[src/rtl/jtframe_sdram_bist_if.sv]
// SDRAM controller bus as seen by the BIST.
//   master : BIST side. Drives address, one-hot rd/wr requests, write data and mask,
//            and refresh enable. Receives ack, rdy and read data.
//   slave  : controller side, with the directions mirrored.
interface jtframe_sdram_bist_if #(
  parameter int AW    = 22,
  parameter int BANKS = 4,
  parameter int DW    = 16
);
  localparam int MW = DW/8;

  logic [AW-1:0]    ba_addr;
  logic [BANKS-1:0] ba_rd;
  logic [BANKS-1:0] ba_wr;
  logic [DW-1:0]    ba_din;
  logic [MW-1:0]    ba_din_m;
  logic [BANKS-1:0] ba_ack;
  logic [BANKS-1:0] ba_rdy;
  logic [DW-1:0]    data_read;
  logic             refresh_en;

  modport master (
    output ba_addr, ba_rd, ba_wr, ba_din, ba_din_m, refresh_en,
    input  ba_ack, ba_rdy, data_read
  );

  modport slave (
    input  ba_addr, ba_rd, ba_wr, ba_din, ba_din_m, refresh_en,
    output ba_ack, ba_rdy, data_read
  );
endinterface

[src/rtl/jtframe_sdram_bist.sv]
// SDRAM built-in self-test.
// The block writes a generated pattern to words 0..last_addr of every bank, then reads
// each word back and compares it with the same pattern.
//   clk, rst        : clock and asynchronous active-high reset
//   start           : one-cycle start pulse. It is ignored while busy.
//   mode            : 0 {bank,addr}, 1 LFSR, 2 ~{bank,addr}, 3 checkerboard
//   last_addr       : last word tested in each bank (inclusive)
//   rfsh_on         : refresh enable passed through while busy
//   busy/done/pass/timeout : test status. done is a one-cycle pulse.
//   ba_bad, err_cnt, first_err_addr, first_err_ba : error report
//   bus             : controller bus (address, requests, data, ack/rdy, refresh_en)
module jtframe_sdram_bist #(
  parameter int          AW    = 22,
  parameter int          BANKS = 4,
  parameter int          DW    = 16,
  parameter int          ERRW  = 16,
  parameter logic [31:0] SEED  = 32'hACE1_2468,
  parameter int          TOUT  = 1023,
  localparam int         BW    = (BANKS > 1) ? $clog2(BANKS) : 1
)(
  input  logic             clk,
  input  logic             rst,
  input  logic             start,
  input  logic [1:0]       mode,
  input  logic [AW-1:0]    last_addr,
  input  logic             rfsh_on,
  output logic             busy,
  output logic             done,
  output logic             pass,
  output logic             timeout,
  output logic [BANKS-1:0] ba_bad,
  output logic [ERRW-1:0]  err_cnt,
  output logic [AW-1:0]    first_err_addr,
  output logic [BW-1:0]    first_err_ba,
  jtframe_sdram_bist_if.master bus
);
  localparam int TW = $clog2(TOUT+1);

  typedef enum logic [3:0] {
    S_IDLE, S_WR_REQ, S_WR_WAIT, S_WR_NEXT,
    S_RD_REQ, S_RD_WAIT, S_CMP, S_RD_NEXT, S_DONE
  } state_t;

  state_t           r_state, w_nxt;
  logic [1:0]       r_mode;
  logic [AW-1:0]    r_last, r_addr;
  logic [BW-1:0]    r_bank;
  logic [31:0]      r_lfsr, w_lfsr_nxt;
  logic [DW-1:0]    r_rdata, w_pat;
  logic [TW-1:0]    r_wdog;
  logic             r_busy, r_pass, r_tout;
  logic [BANKS-1:0] r_bad, w_sel;
  logic [ERRW-1:0]  r_err;
  logic [AW-1:0]    r_ferr_a;
  logic [BW-1:0]    r_ferr_b;
  logic             w_ack, w_rdy, w_last, w_wd_hit, w_tout, w_rd_cap;

  // Only the currently selected bank's handshake counts.
  assign w_sel    = BANKS'(1) << r_bank;
  assign w_ack    = |(bus.ba_ack & w_sel);
  assign w_rdy    = |(bus.ba_rdy & w_sel);
  assign w_last   = (r_addr == r_last) && (r_bank == BW'(BANKS-1));
  assign w_wd_hit = (r_wdog == TW'(TOUT));

  // Galois form of x^32+x^22+x^2+x+1 (right shift, taps on bits 31,21,1,0).
  assign w_lfsr_nxt = {1'b0, r_lfsr[31:1]} ^ (r_lfsr[0] ? 32'h8020_0003 : 32'h0);

  always_comb begin
    w_pat = DW'({r_bank, r_addr});
    case (r_mode)
      2'd0: w_pat = DW'({r_bank, r_addr});
      2'd1: w_pat = r_lfsr[DW-1:0];
      2'd2: w_pat = ~DW'({r_bank, r_addr});
      2'd3: w_pat = r_addr[0] ? {(DW/2){2'b10}} : {(DW/2){2'b01}};
      default: ;
    endcase
  end

  // ---------------- FSM ----------------
  always_ff @(posedge clk or posedge rst) begin
    if (rst) r_state <= S_IDLE;
    else     r_state <= w_nxt;
  end

  always_comb begin
    w_nxt    = r_state;
    w_tout   = 1'b0;
    w_rd_cap = 1'b0;
    case (r_state)
      S_IDLE:    if (start) w_nxt = S_WR_REQ;
      // ack and rdy in the same cycle skip the wait state.
      S_WR_REQ:  if (w_ack) w_nxt = w_rdy ? S_WR_NEXT : S_WR_WAIT;
                 else if (w_wd_hit) begin w_nxt = S_DONE; w_tout = 1'b1; end
      S_WR_WAIT: if (w_rdy) w_nxt = S_WR_NEXT;
                 else if (w_wd_hit) begin w_nxt = S_DONE; w_tout = 1'b1; end
      S_WR_NEXT: w_nxt = w_last ? S_RD_REQ : S_WR_REQ;
      S_RD_REQ:  if (w_ack) begin
                   w_nxt    = w_rdy ? S_CMP : S_RD_WAIT;
                   w_rd_cap = w_rdy;
                 end else if (w_wd_hit) begin w_nxt = S_DONE; w_tout = 1'b1; end
      S_RD_WAIT: if (w_rdy) begin w_nxt = S_CMP; w_rd_cap = 1'b1; end
                 else if (w_wd_hit) begin w_nxt = S_DONE; w_tout = 1'b1; end
      S_CMP:     w_nxt = S_RD_NEXT;
      S_RD_NEXT: w_nxt = w_last ? S_DONE : S_RD_REQ;
      S_DONE:    w_nxt = S_IDLE;
      default:   w_nxt = S_IDLE;
    endcase
  end

  // ---------------- datapath ----------------
  always_ff @(posedge clk or posedge rst) begin
    if (rst) begin
      r_mode   <= '0;
      r_last   <= '0;
      r_addr   <= '0;
      r_bank   <= '0;
      r_lfsr   <= SEED;
      r_rdata  <= '0;
      r_wdog   <= '0;
      r_busy   <= 1'b0;
      r_pass   <= 1'b0;
      r_tout   <= 1'b0;
      r_bad    <= '0;
      r_err    <= '0;
      r_ferr_a <= '0;
      r_ferr_b <= '0;
    end else begin
      // The watchdog restarts whenever the state changes, so every REQ/WAIT entry gets
      // a full TOUT budget.
      if (w_nxt != r_state)  r_wdog <= '0;
      else if (!w_wd_hit)    r_wdog <= r_wdog + 1'b1;

      if (r_state == S_IDLE && start) begin
        r_mode   <= mode;
        r_last   <= last_addr;
        r_bank   <= '0;
        r_addr   <= '0;
        r_lfsr   <= SEED;
        r_busy   <= 1'b1;
        r_bad    <= '0;
        r_err    <= '0;
        r_ferr_a <= '0;
        r_ferr_b <= '0;
        r_tout   <= 1'b0;
        r_pass   <= 1'b0;
      end

      if (w_rd_cap) r_rdata <= bus.data_read;

      if (r_state == S_CMP && r_rdata != w_pat) begin
        r_bad[r_bank] <= 1'b1;
        if (r_err == '0) begin
          r_ferr_a <= r_addr;
          r_ferr_b <= r_bank;
        end
        if (r_err != '1) r_err <= r_err + 1'b1;
      end

      // Advance to the next word. After the last word, rewind so that the read phase
      // regenerates the same sequence.
      if (r_state == S_WR_NEXT || r_state == S_RD_NEXT) begin
        if (w_last) begin
          r_lfsr <= SEED;
          r_bank <= '0;
          r_addr <= '0;
        end else begin
          r_lfsr <= w_lfsr_nxt;
          if (r_addr == r_last) begin
            r_addr <= '0;
            r_bank <= r_bank + 1'b1;
          end else begin
            r_addr <= r_addr + 1'b1;
          end
        end
      end

      // The result is registered on entry to DONE, so it is already valid during the
      // done pulse. err_cnt is final by then because CMP precedes RD_NEXT.
      if (w_nxt == S_DONE && r_state != S_DONE) begin
        r_tout <= w_tout;
        r_pass <= !w_tout && (r_err == '0);
      end

      if (r_state == S_DONE) r_busy <= 1'b0;
    end
  end

  // ---------------- outputs ----------------
  assign busy           = r_busy;
  assign done           = (r_state == S_DONE);
  assign pass           = r_pass;
  assign timeout        = r_tout;
  assign ba_bad         = r_bad;
  assign err_cnt        = r_err;
  assign first_err_addr = r_ferr_a;
  assign first_err_ba   = r_ferr_b;

  // Requests are decoded from the state register, so an asynchronous reset drops them
  // immediately.
  assign bus.ba_addr    = r_addr;
  assign bus.ba_wr      = (r_state == S_WR_REQ) ? w_sel : '0;
  assign bus.ba_rd      = (r_state == S_RD_REQ) ? w_sel : '0;
  assign bus.ba_din     = (r_state == S_WR_REQ || r_state == S_WR_WAIT) ? w_pat : '0;
  assign bus.ba_din_m   = '0;
  assign bus.refresh_en = r_busy ? rfsh_on : 1'b1;
endmodule

[src/flat_wrapper.sv]
// flat-port wrapper written by rule: the top's interface ports become plain ports
module jtframe_sdram_bist_flat 
#(
  parameter int          AW    = 22,
  parameter int          BANKS = 4,
  parameter int          DW    = 16,
  parameter int          ERRW  = 16,
  parameter logic [31:0] SEED  = 32'hACE1_2468,
  parameter int          TOUT  = 1023,
  localparam int         BW    = (BANKS > 1) ? $clog2(BANKS) : 1
)
  (clk, rst, start, mode, last_addr, rfsh_on, busy, done, pass, timeout, ba_bad, err_cnt, first_err_addr, first_err_ba, bus_ba_addr, bus_ba_rd, bus_ba_wr, bus_ba_din, bus_ba_din_m, bus_refresh_en, bus_ba_ack, bus_ba_rdy, bus_data_read);
  jtframe_sdram_bist_if #(.AW(AW), .BANKS(BANKS), .DW(DW)) bus_i ();
  input  logic clk;
  input  logic rst;
  input  logic start;
  input  logic [1:0] mode;
  input  logic [AW-1:0] last_addr;
  input  logic rfsh_on;
  output logic busy;
  output logic done;
  output logic pass;
  output logic timeout;
  output logic [BANKS-1:0] ba_bad;
  output logic [ERRW-1:0] err_cnt;
  output logic [AW-1:0] first_err_addr;
  output logic [BW-1:0] first_err_ba;
  output wire logic [$bits(bus_i.ba_addr)-1:0] bus_ba_addr;
  output wire logic [$bits(bus_i.ba_rd)-1:0] bus_ba_rd;
  output wire logic [$bits(bus_i.ba_wr)-1:0] bus_ba_wr;
  output wire logic [$bits(bus_i.ba_din)-1:0] bus_ba_din;
  output wire logic [$bits(bus_i.ba_din_m)-1:0] bus_ba_din_m;
  output wire logic [$bits(bus_i.refresh_en)-1:0] bus_refresh_en;
  input wire logic [$bits(bus_i.ba_ack)-1:0] bus_ba_ack;
  input wire logic [$bits(bus_i.ba_rdy)-1:0] bus_ba_rdy;
  input wire logic [$bits(bus_i.data_read)-1:0] bus_data_read;
  assign bus_ba_addr = bus_i.ba_addr;
  assign bus_ba_rd = bus_i.ba_rd;
  assign bus_ba_wr = bus_i.ba_wr;
  assign bus_ba_din = bus_i.ba_din;
  assign bus_ba_din_m = bus_i.ba_din_m;
  assign bus_refresh_en = bus_i.refresh_en;
  assign bus_i.ba_ack = bus_ba_ack;
  assign bus_i.ba_rdy = bus_ba_rdy;
  assign bus_i.data_read = bus_data_read;
  jtframe_sdram_bist #(.AW(AW), .BANKS(BANKS), .DW(DW), .ERRW(ERRW), .SEED(SEED), .TOUT(TOUT)) u_core (.clk(clk), .rst(rst), .start(start), .mode(mode), .last_addr(last_addr), .rfsh_on(rfsh_on), .busy(busy), .done(done), .pass(pass), .timeout(timeout), .ba_bad(ba_bad), .err_cnt(err_cnt), .first_err_addr(first_err_addr), .first_err_ba(first_err_ba), .bus(bus_i));
endmodule
[config.mk]
export PLATFORM = sky130hd
export DESIGN_NAME = jtframe_sdram_bist_flat
export DESIGN_NICKNAME = d
export VERILOG_FILES = /design/src/rtl/jtframe_sdram_bist_if.sv /design/src/rtl/jtframe_sdram_bist.sv /design/src/flat_wrapper.sv
export SDC_FILE = /design/constraint.sdc
export NUM_CORES = 1
export LEC_CHECK = 0
export ABC_CLOCK_PERIOD_IN_PS = 13720
export CAP_MARGIN = 20
export CELL_PAD_IN_SITES_DETAIL_PLACEMENT = 0
export CELL_PAD_IN_SITES_GLOBAL_PLACEMENT = 2
export CORE_ASPECT_RATIO = 1.25
export CORE_MARGIN = 2
export CORE_UTILIZATION = 35
export CTS_BUF_LIST = sky130_fd_sc_hd__clkbuf_16
export CTS_CLUSTER_SIZE = 14
export DETAILED_ROUTE_END_ITERATION = 7
export PLACE_DENSITY_LB_ADDON = 0.3
export SLEW_MARGIN = 20
export SYNTH_ARGS = -nofsm -noshare
export SYNTH_HDL_FRONTEND = slang
export SYNTH_SLANG_ARGS = --single-unit
[constraint.sdc]
create_clock -name clk -period 13.72 [get_ports clk]
set_input_delay 3.43 -clock clk [delete_from_list [all_inputs] [get_ports clk]]
set_output_delay 3.43 -clock clk [all_outputs]
set_load 0.01 [all_outputs]
**Yosys cells after proc, flatten, opt, wreduce, memory -nomap -nowiden**

Index checks and enable logic that the tools add are counted.

- Flip-flop bits (word level): 157
- Latch bits: 0
- Memory bits (writable): 0
- ROM bits: 0
- Memories kept: 0

- $add $sub $neg: 4
- $mul: 0
- Divide/modulo/power cells: 0
- $lt $le $gt $ge: 2
- Eq/ne operators: 20
- Shifts and indexed selects: 1
- Mux-type cells: 56
- Bitwise operators: 5
- Reduce and logical (&&, ||, !) cells: 19

Operator list:

| cell | number |
|---|---|
| 22-bit two-way mux | 7 |
| 32-bit two-way mux | 4 |
| 16-bit two-way mux | 5 |
| 16-bit one-hot mux with 4 select lines | 1 |
| 4-bit two-way mux | 11 |
| 4-bit one-hot mux with 8 select lines | 1 |
| 31-bit by 32-bit bitwise XOR with 32-bit output | 1 |
| 22-bit by 1-bit adder with 22-bit output (second input constant) | 1 |
| 22-bit == test | 1 |
| 10-bit two-way mux | 2 |
| 16-bit by 1-bit adder with 16-bit output (second input constant) | 1 |
| 4-bit by 3-bit == test with 1-bit output (second input constant) | 4 |
| 16-bit logical NOT | 1 |
| 2-bit two-way mux | 8 |
| 16-bit != test | 1 |
| 16-bit != test (second input constant) | 1 |
| 16-bit NOT | 1 |
| 1-bit two-way mux | 13 |
| 10-bit by 1-bit adder with 10-bit output (second input constant) | 1 |
| 10-bit == test (second input constant) | 1 |
| 4-bit bitwise AND | 2 |
| 4-bit by 2-bit == test with 1-bit output (second input constant) | 2 |
| 4-bit == test (second input constant) | 2 |
| 4-bit OR reduction | 2 |
| other kinds (21) | 33 |

**Depth between registers and ports, before layout**

- Depth in word-level cells: 9
- Gate-level depth with buffers: 11
- Depth with buffers taken out: 10

**Worst setup path before layout**

Ideal clock, no wire load.

- Path type: in2out
- From: in rfsh_on
- To: out bus_refresh_en
- Arrival time: 3,589 ps
- Data required time: 10,290 ps
- Setup slack: 6,701 ps
- Stages: 1
- Buffers on the path: 0
- Path through: nand2b_1

- Longest elaborated chain between the ends: 1

Ends and longest elaborated chain:

| element | RTL line | text |
|---|---|---|
| start: declaration | flat_wrapper.sv:19 | `input logic rfsh_on;` |
| 1-bit two-way mux | jtframe_sdram_bist.sv:205 | `assign bus.refresh_en = r_busy ? rfsh_on : 1'b1;` |
| end: declaration | flat_wrapper.sv:33 | `output wire logic [$bits(bus_i.refresh_en)-1:0] bus_refresh_en;` |

Every way passes these cells.

**Worst setup path in the final report**

Ends and elaborated chain as after synthesis.

==> results.toml <==
[run_status]
status = "finished, final reports clean"

[clock_tree]
max-clock-path-buffers = 2
root_buffer = "clkbuf_16"
htreeDepth = 4
clkTransAtPathRegs_ns = 0.06
cts_buffers = 17
clk_latency_ns = 0.43
cts_setup_buffers = 0
cts.sinks = 157
cts_hold_buf = 0
cts.repair.resized = 0
cts_tree = "yes"

[die]
start_util_pct = 35.6
die_h_um = 178
ioPinCount = 149
fp.dieW_um = 143
core_area_sq_um = 23700
num_rows = 63
dieArea_sq_um = 25400

[cells_and_area]
layout-drive-gt1-share_pct = 8.48
fin_nets = 1073
areaGrowthSynthToFinish_pct = 26.6
diodes = 0
final_cell_area_sq_um = 10700
n_fill_cell = 2367

[worst_setup_path]
worst-endpoint-arrival_ns = 4.50
required_ns = 10.29
cp_max_fo = 1
r2r_start = "u_core.r_mode[0]"
r2r_cells = 9
timing.rr.end = "u_core.first_err_addr[14]"
crit_path_start_kind = "input port"
endpoint_kind = "output pin"
regToRegSetupSlack_ns = 10.26
critical_path_class = "input port to output pin"

[route]
first_iter_violations = 391
ant_nets = 0
routed_wl_um = 24300
first_pass_iters = 5
vias = 6972
avgRoutedWirePerCell_um = 18.0
via_per_inst = 5.16
drc = 0

[sta]
slew_headroom_pct = 26.3
fmax_mhz = 126
fin_skew_ns = 0.0142
setup_tns_ns = 0
slew_viol_final = 0
setup_viol = 0
rsz0062_at_grt = "no"
timing.final.crit_share_pct = 57.8
hold_viol = 0
tightest_slew_ns = 1.10
setup_ws_ns = 5.79
fin_crit_ns = 7.93
hold_slack_ns = 0.478

[grt]
grt.overflow.total = 0
gr-usage-all-layers_pct = 20.0
antenna_found_initial = 0
grt_max_degree = 96
grt_pass1_wl_um = 39500
grt_pass1_vias = 6948

[logic_synthesis]
synth.distinct_cells = 65
synth_cells = 895
synth_top_area_cell = "dfrtp_1"
synth_edf_count = 0
synth_seq_area_share_pct = 46.7
async_flop_share_pct = 100
synth_commonest_cells = "nand2_1 (150), dfrtp_1 (144), mux2i_1 (57)"
yosys_warnings = 0
synth_area_sq_um = 8450
synth_area_leaders = "dfrtp_1 (43%), mux2i_1 (6.7%), nand2_1 (6.7%), dfstp_2 (4.0%), xnor2_1 (3.7%)"
synth_top_area_share_pct = 42.6
syn_area_per_cell_sq_um = 9.44
synth_ff_type = "dfrtp_1"
synth-seq-cells = 157
synth.most_common_cell = "nand2_1"

[placed_design]
placed_area_sq_um = 10100
hpwl_um = 17000
dp_slack_ns = 5.79
io_buffers = 146
place.gp.congestion = 0.805

[power_and_ir_drop]
ir_worst_vdd_v = 0.0000815
leakagePower_nw = 4.49
switching_power_mw = 0.616
powerDensity_nw_per_um2 = 157
switching_share_pct = 36.6
internal_power_mw = 1.07
power.total_mw = 1.68
clkPwrFrac_pct = 27.2
pwr-share-comb_pct = 35.5
seqPwrFrac_pct = 37.2

[hold_path]
hold_class = "flop to flop"
min_to = "u_core.r_lfsr[31]"
min-delay-start = "u_core.r_lfsr[31]"
hold_depth = 2

[job]
cap_violations = 0
## worst max-delay path: stages
cell	delay [ns]
clkdlybuf4s50_1	0.44
nand2b_1	0.09
clkdlybuf4s50_1	0.53
## state kept, by name, indices dropped and copies added, names as in the netlist
name                   cells
u_core.r_lfsr             32
u_core.bus.ba_addr        22
u_core.first_err_addr     22
u_core.r_last             22
u_core.err_cnt            16
u_core.r_rdata            16
u_core.r_wdog             10
u_core.ba_bad              4
u_core.r_state             4
u_core.first_err_ba        2
u_core.r_bank              2
u_core.r_mode              2
u_core.busy                1
u_core.pass                1
u_core.timeout             1
## routing by layer
| metal | GRT usage, % | vias up | part of all wire (%) |
|---|---|---|---|
| li1 | - | 3361 | - |
| met1 | 27.7 | 3431 | 47 |
| met2 | 31.8 | 160 | 47 |
| met3 | 3.78 | 20 | 4.1 |
| met4 | 5.69 | 0 | 1.4 |
| met5 | 0 | - | 0 |
## area by class of cell
class	instances	area, sq um	area share [%]
clock buffers	17	425	3.97
clock inverters	15	134	1.25
multi-input cells	641	4090	38.2
inverters	38	148	1.38
well taps	325	407	3.80
repair buffers	158	1550	14.5
flip-flops and latches	157	3950	36.9
## kinds of logic (layout without fill, tap and decap cells)
logic type / after synthesis / count (layout) / synth area share (%)
other: 1 / 2 / 0.0444
AOI/OAI and AO/OA: 163 / 163 / 13.6
and+or+nand+nor: 343 / 343 / 19.2
xor gates and xnor gates: 49 / 49 / 5.08
buffers and inverters: 98 / 228 / 5.00
DFF: 157 / 157 / 46.7
muxes: 76 / 76 / 9.28
adders and majority gates: 8 / 8 / 1.18
## per-stage QoR
stage / util [%] / std cells
after floorplan: - / 896
after global placement: 42.7 / 1317
after detailed placement: 42.8 / 1319
after CTS: 45.1 / 1351
after global routing: 45.1 / 1351
final: 45.1 / 1351
## layout by cell type (no fill, tap or decap), types with 4 or more instances in the layout
| cell | instances |
|---|---|
| o21ai_0 | 41 |
| xor2_1 | 13 |
| o22a_1 | 11 |
| inv_1 | 36 |
| a211oi_1 | 9 |
| clkdlybuf4s50_1 | 146 |
| nor2b_1 | 7 |
| a22oi_1 | 4 |
| nor2_1 | 56 |
| nand2b_1 | 10 |
| dfstp_2 | 13 |
| o21a_1 | 7 |
| and2_1 | 7 |
| xnor2_1 | 36 |
| a31oi_1 | 4 |
| mux2_2 | 19 |
| nor4_1 | 7 |
| dfrtp_1 | 144 |
| inv_6 | 7 |
| nor3_1 | 16 |
| clkinv_1 | 4 |
| buf_4 | 12 |
| o31ai_1 | 8 |
| nand3_1 | 24 |
| nand2_1 | 150 |
| and3_1 | 21 |
| mux2i_1 | 57 |
| o41ai_1 | 5 |
| nand4_1 | 22 |
| o211ai_1 | 4 |
| a21oi_1 | 20 |
| a22o_1 | 21 |
| and4_1 | 4 |
| o22ai_1 | 9 |
| clkbuf_16 | 17 |
| ha_1 | 8 |
## worst max path at each step
stage	start	to	slack, ns
CTS	rfsh_on	bus_refresh_en	5.79
finish	rfsh_on	bus_refresh_en	5.79
detailed placement	rfsh_on	bus_refresh_en	5.79
global placement	rfsh_on	bus_refresh_en	5.80
global route	rfsh_on	bus_refresh_en	5.76
floorplan	rst	u_core.ba_bad[0]	6.08
## power by group through the flow
stage / registers [mW] / clock network, mW / logic, mW
3_3_place_gp: 0.632 / 0 / 0.603
3_5_place_dp: 0.635 / 0 / 0.604
4_1_cts: 0.626 / 0.471 / 0.607
6_report: 0.627 / 0.459 / 0.598
5_1_grt: 0.639 / 0.491 / 0.670
2_1_floorplan: 0.608 / 0 / 0.425
Power figures use the tool's default switching activity.
